File: src/rtl/ext_irq_arbiter_pkg.sv
// Shared constants for the external interrupt arbiter: ID width,
// the "no source" ID and the notification FSM encodings.
package ext_irq_arbiter_pkg;

    localparam int ID_W = 5;

    localparam logic [ID_W-1:0] ID_NONE = '0;

    localparam logic [1:0] IRQ_IDLE    = 2'b00;
    localparam logic [1:0] IRQ_NOTIFY  = 2'b01;
    localparam logic [1:0] IRQ_HOLDOFF = 2'b10;

endpackage

File: src/rtl/ext_irq_arbiter_irq_gateway.sv
// One external interrupt source: synchroniser, edge history and the
// pending / in-service bits with their set and clear rules.
module ext_irq_arbiter_irq_gateway (
    input  logic CLK,
    input  logic RESET,
    input  logic IRQ,
    input  logic EDGE_MODE,
    input  logic CLAIM_HIT,
    input  logic COMPLETE_HIT,
    output logic PENDING,
    output logic IN_SERVICE
);

    logic sync_q1;
    logic sync_q2;   // synchronised level
    logic hist_q;    // synchronised level, one cycle older
    logic set_req;

    // Two-flop synchroniser plus edge history; history resets to 0 so a
    // line held high through reset produces exactly one edge afterwards.
    always_ff @(posedge CLK or posedge RESET) begin
        if (RESET) begin
            sync_q1 <= 1'b0;
            sync_q2 <= 1'b0;
            hist_q  <= 1'b0;
        end else begin
            sync_q1 <= IRQ;
            sync_q2 <= sync_q1;
            hist_q  <= sync_q2;
        end
    end

    // Edge sources queue one event even while in service; level sources
    // only re-arm once idle and not already pending.
    assign set_req = EDGE_MODE ? (sync_q2 & ~hist_q)
                               : (sync_q2 & ~IN_SERVICE & ~PENDING);

    // Pending bit: a new event wins over a simultaneous claim.
    always_ff @(posedge CLK or posedge RESET) begin
        if (RESET)          PENDING <= 1'b0;
        else if (set_req)   PENDING <= 1'b1;
        else if (CLAIM_HIT) PENDING <= 1'b0;
    end

    // In-service bit: set by claim, cleared by a matching complete.
    always_ff @(posedge CLK or posedge RESET) begin
        if (RESET)             IN_SERVICE <= 1'b0;
        else if (CLAIM_HIT)    IN_SERVICE <= 1'b1;
        else if (COMPLETE_HIT) IN_SERVICE <= 1'b0;
    end

endmodule

File: src/rtl/ext_irq_arbiter.sv
// External interrupt arbiter: per-source gateways, fixed-priority
// selection (lowest ID wins), claim/complete decode and the request FSM
// that drives E_IRQ / CLAIM_ID toward machine_control.
module ext_irq_arbiter
    import ext_irq_arbiter_pkg::*;
#(
    parameter int N_SRC = 8
) (
    input  logic             CLK,
    input  logic             RESET,
    input  logic [N_SRC-1:0] IRQ_SRC,
    input  logic [N_SRC-1:0] EDGE_MODE,
    input  logic [N_SRC-1:0] SRC_ENABLE,
    input  logic             CLAIM,
    input  logic             COMPLETE,
    input  logic [ID_W-1:0]  COMPLETE_ID,
    output logic             E_IRQ,
    output logic [ID_W-1:0]  CLAIM_ID,
    output logic [N_SRC-1:0] PENDING,
    output logic [N_SRC-1:0] IN_SERVICE
);

    logic [1:0]       state;
    logic [N_SRC-1:0] eligible;
    logic [N_SRC-1:0] claim_hit;
    logic [N_SRC-1:0] complete_hit;
    logic [ID_W-1:0]  winner;
    logic             any_elig;
    logic             claim_fire;

    assign eligible   = PENDING & SRC_ENABLE & ~IN_SERVICE;
    assign any_elig   = |eligible;
    // The claimed ID is the one being presented in the same cycle.
    assign claim_fire = (state == IRQ_NOTIFY) && CLAIM && (CLAIM_ID != ID_NONE);

    // Priority encoder: scan high to low so the lowest ID is written last.
    always_comb begin
        winner = ID_NONE;
        for (int i = N_SRC - 1; i >= 0; i--) begin
            if (eligible[i]) winner = ID_W'(i + 1);
        end
    end

    // One-hot claim/complete decode; out-of-range or idle completes hit nothing.
    always_comb begin
        claim_hit    = '0;
        complete_hit = '0;
        for (int i = 0; i < N_SRC; i++) begin
            claim_hit[i]    = claim_fire && (CLAIM_ID == ID_W'(i + 1));
            complete_hit[i] = COMPLETE && (COMPLETE_ID == ID_W'(i + 1)) && IN_SERVICE[i];
        end
    end

    for (genvar g = 0; g < N_SRC; g++) begin : g_src
        ext_irq_arbiter_irq_gateway u_gw (
            .CLK          (CLK),
            .RESET        (RESET),
            .IRQ          (IRQ_SRC[g]),
            .EDGE_MODE    (EDGE_MODE[g]),
            .CLAIM_HIT    (claim_hit[g]),
            .COMPLETE_HIT (complete_hit[g]),
            .PENDING      (PENDING[g]),
            .IN_SERVICE   (IN_SERVICE[g])
        );
    end

    // Request FSM with registered outputs; HOLDOFF drops E_IRQ for one
    // cycle after a claim so the core never sees a stale request.
    always_ff @(posedge CLK or posedge RESET) begin
        if (RESET) begin
            state    <= IRQ_IDLE;
            E_IRQ    <= 1'b0;
            CLAIM_ID <= ID_NONE;
        end else begin
            case (state)
                IRQ_IDLE, IRQ_HOLDOFF: begin
                    if (any_elig) begin
                        state    <= IRQ_NOTIFY;
                        E_IRQ    <= 1'b1;
                        CLAIM_ID <= winner;
                    end else begin
                        state    <= IRQ_IDLE;
                        E_IRQ    <= 1'b0;
                        CLAIM_ID <= ID_NONE;
                    end
                end
                IRQ_NOTIFY: begin
                    if (claim_fire) begin
                        state    <= IRQ_HOLDOFF;
                        E_IRQ    <= 1'b0;
                        CLAIM_ID <= ID_NONE;
                    end else if (any_elig) begin
                        E_IRQ    <= 1'b1;
                        CLAIM_ID <= winner;
                    end else begin
                        state    <= IRQ_IDLE;
                        E_IRQ    <= 1'b0;
                        CLAIM_ID <= ID_NONE;
                    end
                end
                default: begin
                    state    <= IRQ_IDLE;
                    E_IRQ    <= 1'b0;
                    CLAIM_ID <= ID_NONE;
                end
            endcase
        end
    end

endmodule

File: config.mk
export PLATFORM = sky130hd
export DESIGN_NAME = ext_irq_arbiter
export DESIGN_NICKNAME = d
export VERILOG_FILES = /design/src/rtl/ext_irq_arbiter_pkg.sv /design/src/rtl/ext_irq_arbiter_irq_gateway.sv /design/src/rtl/ext_irq_arbiter.sv
export SDC_FILE = /design/constraint.sdc
export NUM_CORES = 1
export LEC_CHECK = 0
export CORE_ASPECT_RATIO = 1.1
export CORE_MARGIN = 8
export CORE_UTILIZATION = 31
export CTS_CLUSTER_DIAMETER = 120
export DETAILED_ROUTE_END_ITERATION = 12
export HOLD_SLACK_MARGIN = 0.05
export SETUP_SLACK_MARGIN = 0.15
export SKIP_LAST_GASP = 1
export SLEW_MARGIN = 20
export SYNTH_ARGS = -nofsm -noshare
export SYNTH_HDL_FRONTEND = slang
export SYNTH_HIERARCHICAL = 1
export SYNTH_SLANG_ARGS = --single-unit
File: constraint.sdc
create_clock -name CLK -period 3.17 [get_ports CLK]
set_input_delay 0.7925 -clock CLK [delete_from_list [all_inputs] [get_ports CLK]]
set_output_delay 0.7925 -clock CLK [all_outputs]
set_load 0.005 [all_outputs]
# --- Word level (Yosys, flattened, before mapping) ---
# Index checks and enable logic that the tools add are counted.
# W data, S select, Z words.
op_classes:
  addsub: 0
  mul: 0
  n_div: 0
  n_lt_le_gt_ge: 0
  n_eq_ne: 19
  n_shift: 0
  n_mux: 58
  bitwise: 51
  n_reduce_logical: 46
op_table:
  columns: ["op", "n"]
  rows:
  - ["$mux W5", 9]
  - ["$mux W1", 43]
  - ["$eq A5 B3 Y1 const B", 8]
  - ["$reduce_bool A2 Y1", 16]
  - ["$logic_and A1 B1 Y1", 26]
  - ["$and A1 B1 Y1", 24]
  - ["$not A1 Y1", 24]
  - ["$eq A5 B2 Y1 const B", 4]
  - ["$and A8 B8 Y8", 2]
  - ["$eq A5 B1 Y1 const B", 2]
  - ["$eq A5 B4 Y1 const B", 2]
  - ["$pmux W5 S2", 1]
  - ["$not A8 Y8", 1]
  - ["$reduce_or A8 Y1", 1]
  - ["$reduce_bool A5 Y1", 1]
  - ["$mux W2", 2]
  - ["$mux W4", 1]
  - ["$pmux W2 S2", 1]
  - ["$ne A3 B3 Y1 const B", 1]
  - ["$eq A2 B1 Y1 const B", 1]
  - ["$eq A2 B2 Y1 const B", 1]
  - ["$logic_not A2 Y1", 1]
  - ["$pmux W1 S2", 1]
  - ["$reduce_or A2 Y1", 1]
word_totals:
  regBits: 48
  latchBits: 0
  mem_bits_rw: 0
  mem_bits_ro: 0
  out_inout_bits: 22
  elab_cells: 217
  memories: 0

# --- Depth between registers and ports, before layout ---
depth:
  depth_word: 13
  depth_mapped: 6

# --- Cells and area by module ---
# The synthesis kept the hierarchy.
by_module_without_submodules:
  columns: ["module", "n_inst", "cells_per_inst", "area_each_um2"]
  rows:
  - ["ext_irq_arbiter_irq_gateway", 8, 12, 170.2]
  - ["ext_irq_arbiter", 1, 69, 619.3]

# --- Least setup slack after synthesis ---
# Ideal clock, no wire load.
synth_path:
  kind: "input to register"
  start: "input port CLAIM"
  end: "register g_src[4].u_gw.PENDING"
  arrival_ns: 1.626
  required_time_ns: 3.046
  slack_ns: 1.420
  cell_stages: 6
  n_path_buf: 0
  path_cell_list: "nand2_1 -> nor3_2 -> nand3b_1 -> nor3b_1 -> or2b_1 -> nand3_1"
synth_between:
  elab_chain_len: 4
synth_rtl:
  columns: ["element", "line", "rtl"]
  rows:
  - ["from (decl)", "ext_irq_arbiter.sv:14", "input logic CLAIM,"]
  - ["$logic_and A1 B1 Y1 (2 in series)", "ext_irq_arbiter.sv:34", "assign claim_fire = (state == IRQ_NOTIFY) && CLAIM && (CLAIM_ID != ID_NONE);"]
  - ["$logic_and A1 B1 Y1", "ext_irq_arbiter.sv:49", "claim_hit[i] = claim_fire && (CLAIM_ID == ID_W'(i + 1));"]
  - ["net claim_hit[4]", "ext_irq_arbiter.sv:25", "logic [N_SRC-1:0] claim_hit;"]
  - ["$reduce_bool A2 Y1 (no source line)", null, null]
  - ["to (signal assigned)", "ext_irq_arbiter_irq_gateway.sv:40", "if (RESET) PENDING <= 1'b0;"]
  - ["to (signal assigned)", "ext_irq_arbiter_irq_gateway.sv:41", "else if (set_req) PENDING <= 1'b1;"]
  - ["to (signal assigned)", "ext_irq_arbiter_irq_gateway.sv:42", "else if (CLAIM_HIT) PENDING <= 1'b0;"]
  - ["to (decl)", "ext_irq_arbiter_irq_gateway.sv:10", "output logic PENDING,"]
# The timed path passes the listed nets, and every way through them passes these cells.
# A chain may end at the register's enable or synchronous reset.

# --- Worst setup path in the final report ---
layout_path:
  start: "register CLAIM_ID[0]"
  end: "output port CLAIM_ID[0]"
layout_lines:
  columns: ["element", "line", "rtl"]
  rows:
  - ["from (decl)", "ext_irq_arbiter.sv:18", "output logic [ID_W-1:0] CLAIM_ID,"]
  - ["from (signal assigned)", "ext_irq_arbiter.sv:80", "CLAIM_ID <= winner;"]
  - ["from (signal assigned)", "ext_irq_arbiter.sv:94", "CLAIM_ID <= winner;"]
# No word-level cell between the ends.

==> summary.txt <==
Logic synthesis
  – Gate Count Post-Synth: 165
  – Synthesized area per cell: 12.0 um2
  – Number of synthesized register bits: 47
  – Netlist area before placement: 1980 um2
  – Fraction of synthesized area in multiplexers: 0
  – Number of enable-type register cells in the synthesized netlist: 0
  – Syn Nets: 198
  – Share of the synthesized area in compound gates (AO/OA/AOI/OAI): 0.0651
  – Dominant combinational cell family by area after synthesis: simple AND/OR/NAND/NOR gates
  – Total of warnings raised by yosys: 6
  – Fraction of the mapped netlist area in adder cells: 0
  – Share of async-settable or async-resettable flops after synthesis: 1.00
  – Post-Synth XOR/XNOR Area: 0
  – Share of synthesized area occupied by flip-flops and latches: 0.594
  – Unique cell type count in the Yosys netlist: 34
  – Most used flip-flop cell after synthesis: dfrtp_1
  – Simple-Gate Fraction of Synth Area: 0.303

Drt
  – Antenna-violating nets left: 0
  – Number of vias per cell: 4.67
  – Total Routed Length: 4530 um
  – Post-detailed-route wirelength per cell: 14.8 um
  – Post-detailed-route DRC marker count: 0
  – Number of DRC violations after detailed-routing iteration 0: 125
  – 1st-pass router iterations: 4
  – Total number of vias: 1,425

Worst setup path
  – Count of buffer and inverter cells on the critical path: 1
  – Maximum net fanout on the critical path: 10
  – Launching element of the worst setup path: CLAIM_ID[0]
  – Data required time at the worst endpoint: 2380 ps
  – Delay of the slowest critical-path stage: 580 ps
  – Critical register-to-register path startpoint: CLAIM_ID[1]
  – Cell with the largest stage delay on the worst path: clkdlybuf4s50_1
  – Worst Setup Start Kind: flip-flop
  – Cell breakdown of the critical path: clkdlybuf4s50_1
  – Gate family responsible for the most delay along the worst path: buffers and inverters
  – Arr. time, crit path: 1450 ps
  – Crit Path Category: flip-flop to output port
  – Worst Setup End Kind: output port

Clock network
  – Inserted Clock Buffers: 5
  – Number of setup buffers added after CTS: 0
  – CTS tree: built
  – Post-cts resize count: 0
  – Number of hold-repair buffers added at the cts stage: 0
  – Clock insertion delay at the later pin of the skew report: 300 ps
  – Clock-pin slew on the worst setup and hold paths: 80 ps
  – Number of H-tree branching levels: 2
  – Root Buffer Master: clkbuf_8
  – Maximum buffer depth of the clock tree: 2
  – CTS sink cnt: 47

Run status
  – Outcome: finished, final reports clean

GRT
  – Via count of the first global-routing pass: 1,571
  – Remaining global-route overflow: 0
  – Pin count of the biggest net entering global routing: 15
  – Number of antenna violations at the first check in global routing: 0
  – Wire length of the first global-routing pass: 7530 um
  – Combined global-route utilization of all metal layers: 0.104

Cells and area
  – Final #Nets: 257
  – Layout cell share with drive strength beyond 1: 0.0800
  – Multi-input logic area: 733 um2
  – Sequential cell area: 1180 um2
  – Layout Area Growth over Synthesis: 37.4%
  – Diodes inserted: 0
  – Finished layout cell area: 2720 um2
  – Filler cell count: 592

Timing
  – Maximum clock rate: 0.447 GHz
  – Max-slew headroom: 0.554
  – Pins over their slew limit: 0
  – Endpoints failing setup: 0
  – Total negative slack for setup checks: 0 ps
  – Final hold vios: 0
  – Post-route clock period utilization: 0.706
  – Final period demand of the worst path: 2240 ps
  – Setup repair after global routing missed its margin: false
  – Clock Skew: 6.47 ps
  – Worst Max-Slew Pin Slew: 660 ps

Place
  – Detailed placement HPWL: 3620 um
  – Post-detailed-placement cell area: 2600 um2
  – Number of port buffers: 53
  – Gpl congestion: 0.713

Floorplan
  – Boundary pin count: 55
  – Placeable core region: 6190 um2
  – Die H: 99.8 um
  – Initial cell density of the core: 0.320
  – Die Span X: 92.2 um
  – Die Outline Area: 9210 um2
  – Site Rows: 30

Worst hold path
  – Hold WC Path Type: flip-flop to flip-flop
  – Source of the worst hold timing path: g_src[2].u_gw/sync_q1

Flow run
  – Number of max-capacitance violations reported: 0

Power
  – Maximum resistive drop on vdd: 0.320 mV
  – Areal power density over the cells: 743 nW/um2
  – Static Leakage: 0.00120 uW
==> cell usage in the layout, fill, tap and decap left out, drive strengths merged, types with 2 or more instances in the layout <==
cell	count
or2b	8
or4b	8
a21oi	2
nor3	4
inv	17
and4	3
nand3	9
a21o	8
and3b	2
and3	6
nand2	8
nor2b	3
a31oi	2
o21ai	2
clkdlybuf4s50	53
nand3b	16
nor3b	3
nor2	4
dfrtp	47
nor4b	3
clkbuf	6
==> path summary, 6_finish.rpt <==
check	cells after the start	slack, ps	to
setup reg to reg	6	1440	g_src[0].u_gw/PENDING
setup / recovery	1	930	CLAIM_ID[0]
max in group asynchronous	2	1910	state[1]
hold / removal	0	350	g_src[2].u_gw/sync_q2
min in group asynchronous	2	1010	g_src[6].u_gw/PENDING
hold reg to reg	0	350	g_src[2].u_gw/sync_q2
==> cell type report <==
class                      instances  share of cell area
clock buffer                       6              0.0303
tap                               80              0.0368
sequential                        47               0.432
clock inverter                     2              0.0129
timing repair buffer              53               0.195
inverter                          17              0.0234
multi-input combinational        100               0.269
==> stage by stage <==
| stage | util | total power, uW | cells | hold slack [ps] | worst slack, ps |
|---|---|---|---|---|---|
| finish | 0.439 | 2020 | 305 | 350 | 931 |
| global route | 0.439 | 2170 | 305 | 361 | 825 |
| CTS | 0.439 | 2060 | 305 | 355 | 908 |
| detailed placement | 0.420 | 1600 | 297 | 335 | 697 |
| global placement | 0.420 | 1590 | 297 | 332 | 687 |
| floorplan | - | 1220 | 165 | 331 | 1420 |
==> sequential cells by signal, summed over array words and instances, names as in the netlist <==
register               count
E_IRQ                      1
g_src.u_gw/sync_q2         8
state                      2
g_src.u_gw/hist_q          8
g_src.u_gw/sync_q1         8
CLAIM_ID                   4
g_src.u_gw/PENDING         8
g_src.u_gw/IN_SERVICE      8
==> logic make-up (layout without fill, tap and decap cells) <==
| family | Yosys count | in the layout |
|---|---|---|
| AOI/OAI and AO/OA | 18 | 18 |
| and+or+nand+nor | 81 | 81 |
| other | 1 | 1 |
| DFF | 47 | 47 |
| buffers and inverters | 18 | 78 |
==> layer usage <==
metal / track usage / routed length [um] / vias to the layer above
met2: 0.165 / 2140 / 36
met1: 0.118 / 1950 / 688
met3: 0.0478 / 361 / 5
met5: 0 / 0 / -
met4: 0.0484 / 78 / 0
li1: - / - / 696
==> Yosys cell counts, types with 2 or more instances <==
master    number  area share
nor4b_1        2      0.0088
and3b_2        2       0.010
nand2_1        8       0.015
nor2_1         4      0.0076
and4_1         3       0.013
nor3_1         2      0.0051
or4b_1         8       0.040
nand3_1        9       0.023
dfrtp_1       47        0.59
nand3b_1      16       0.061
a31oi_1        2      0.0063
a21oi_1        2      0.0051
and3_1         5       0.016
nor3_2         2       0.010
a21o_1         8       0.030
nor2b_1        3      0.0095
nor3b_1        2      0.0076
or2b_1         8       0.030
inv_1         17       0.032
==> where the power goes <==
group	internal [uW]	switching (uW)	total, uW
registers	738	166	903
logic	418	250	667
clock network	255	196	451
total	1410	611	2020
Power figures use the tool's default switching activity.
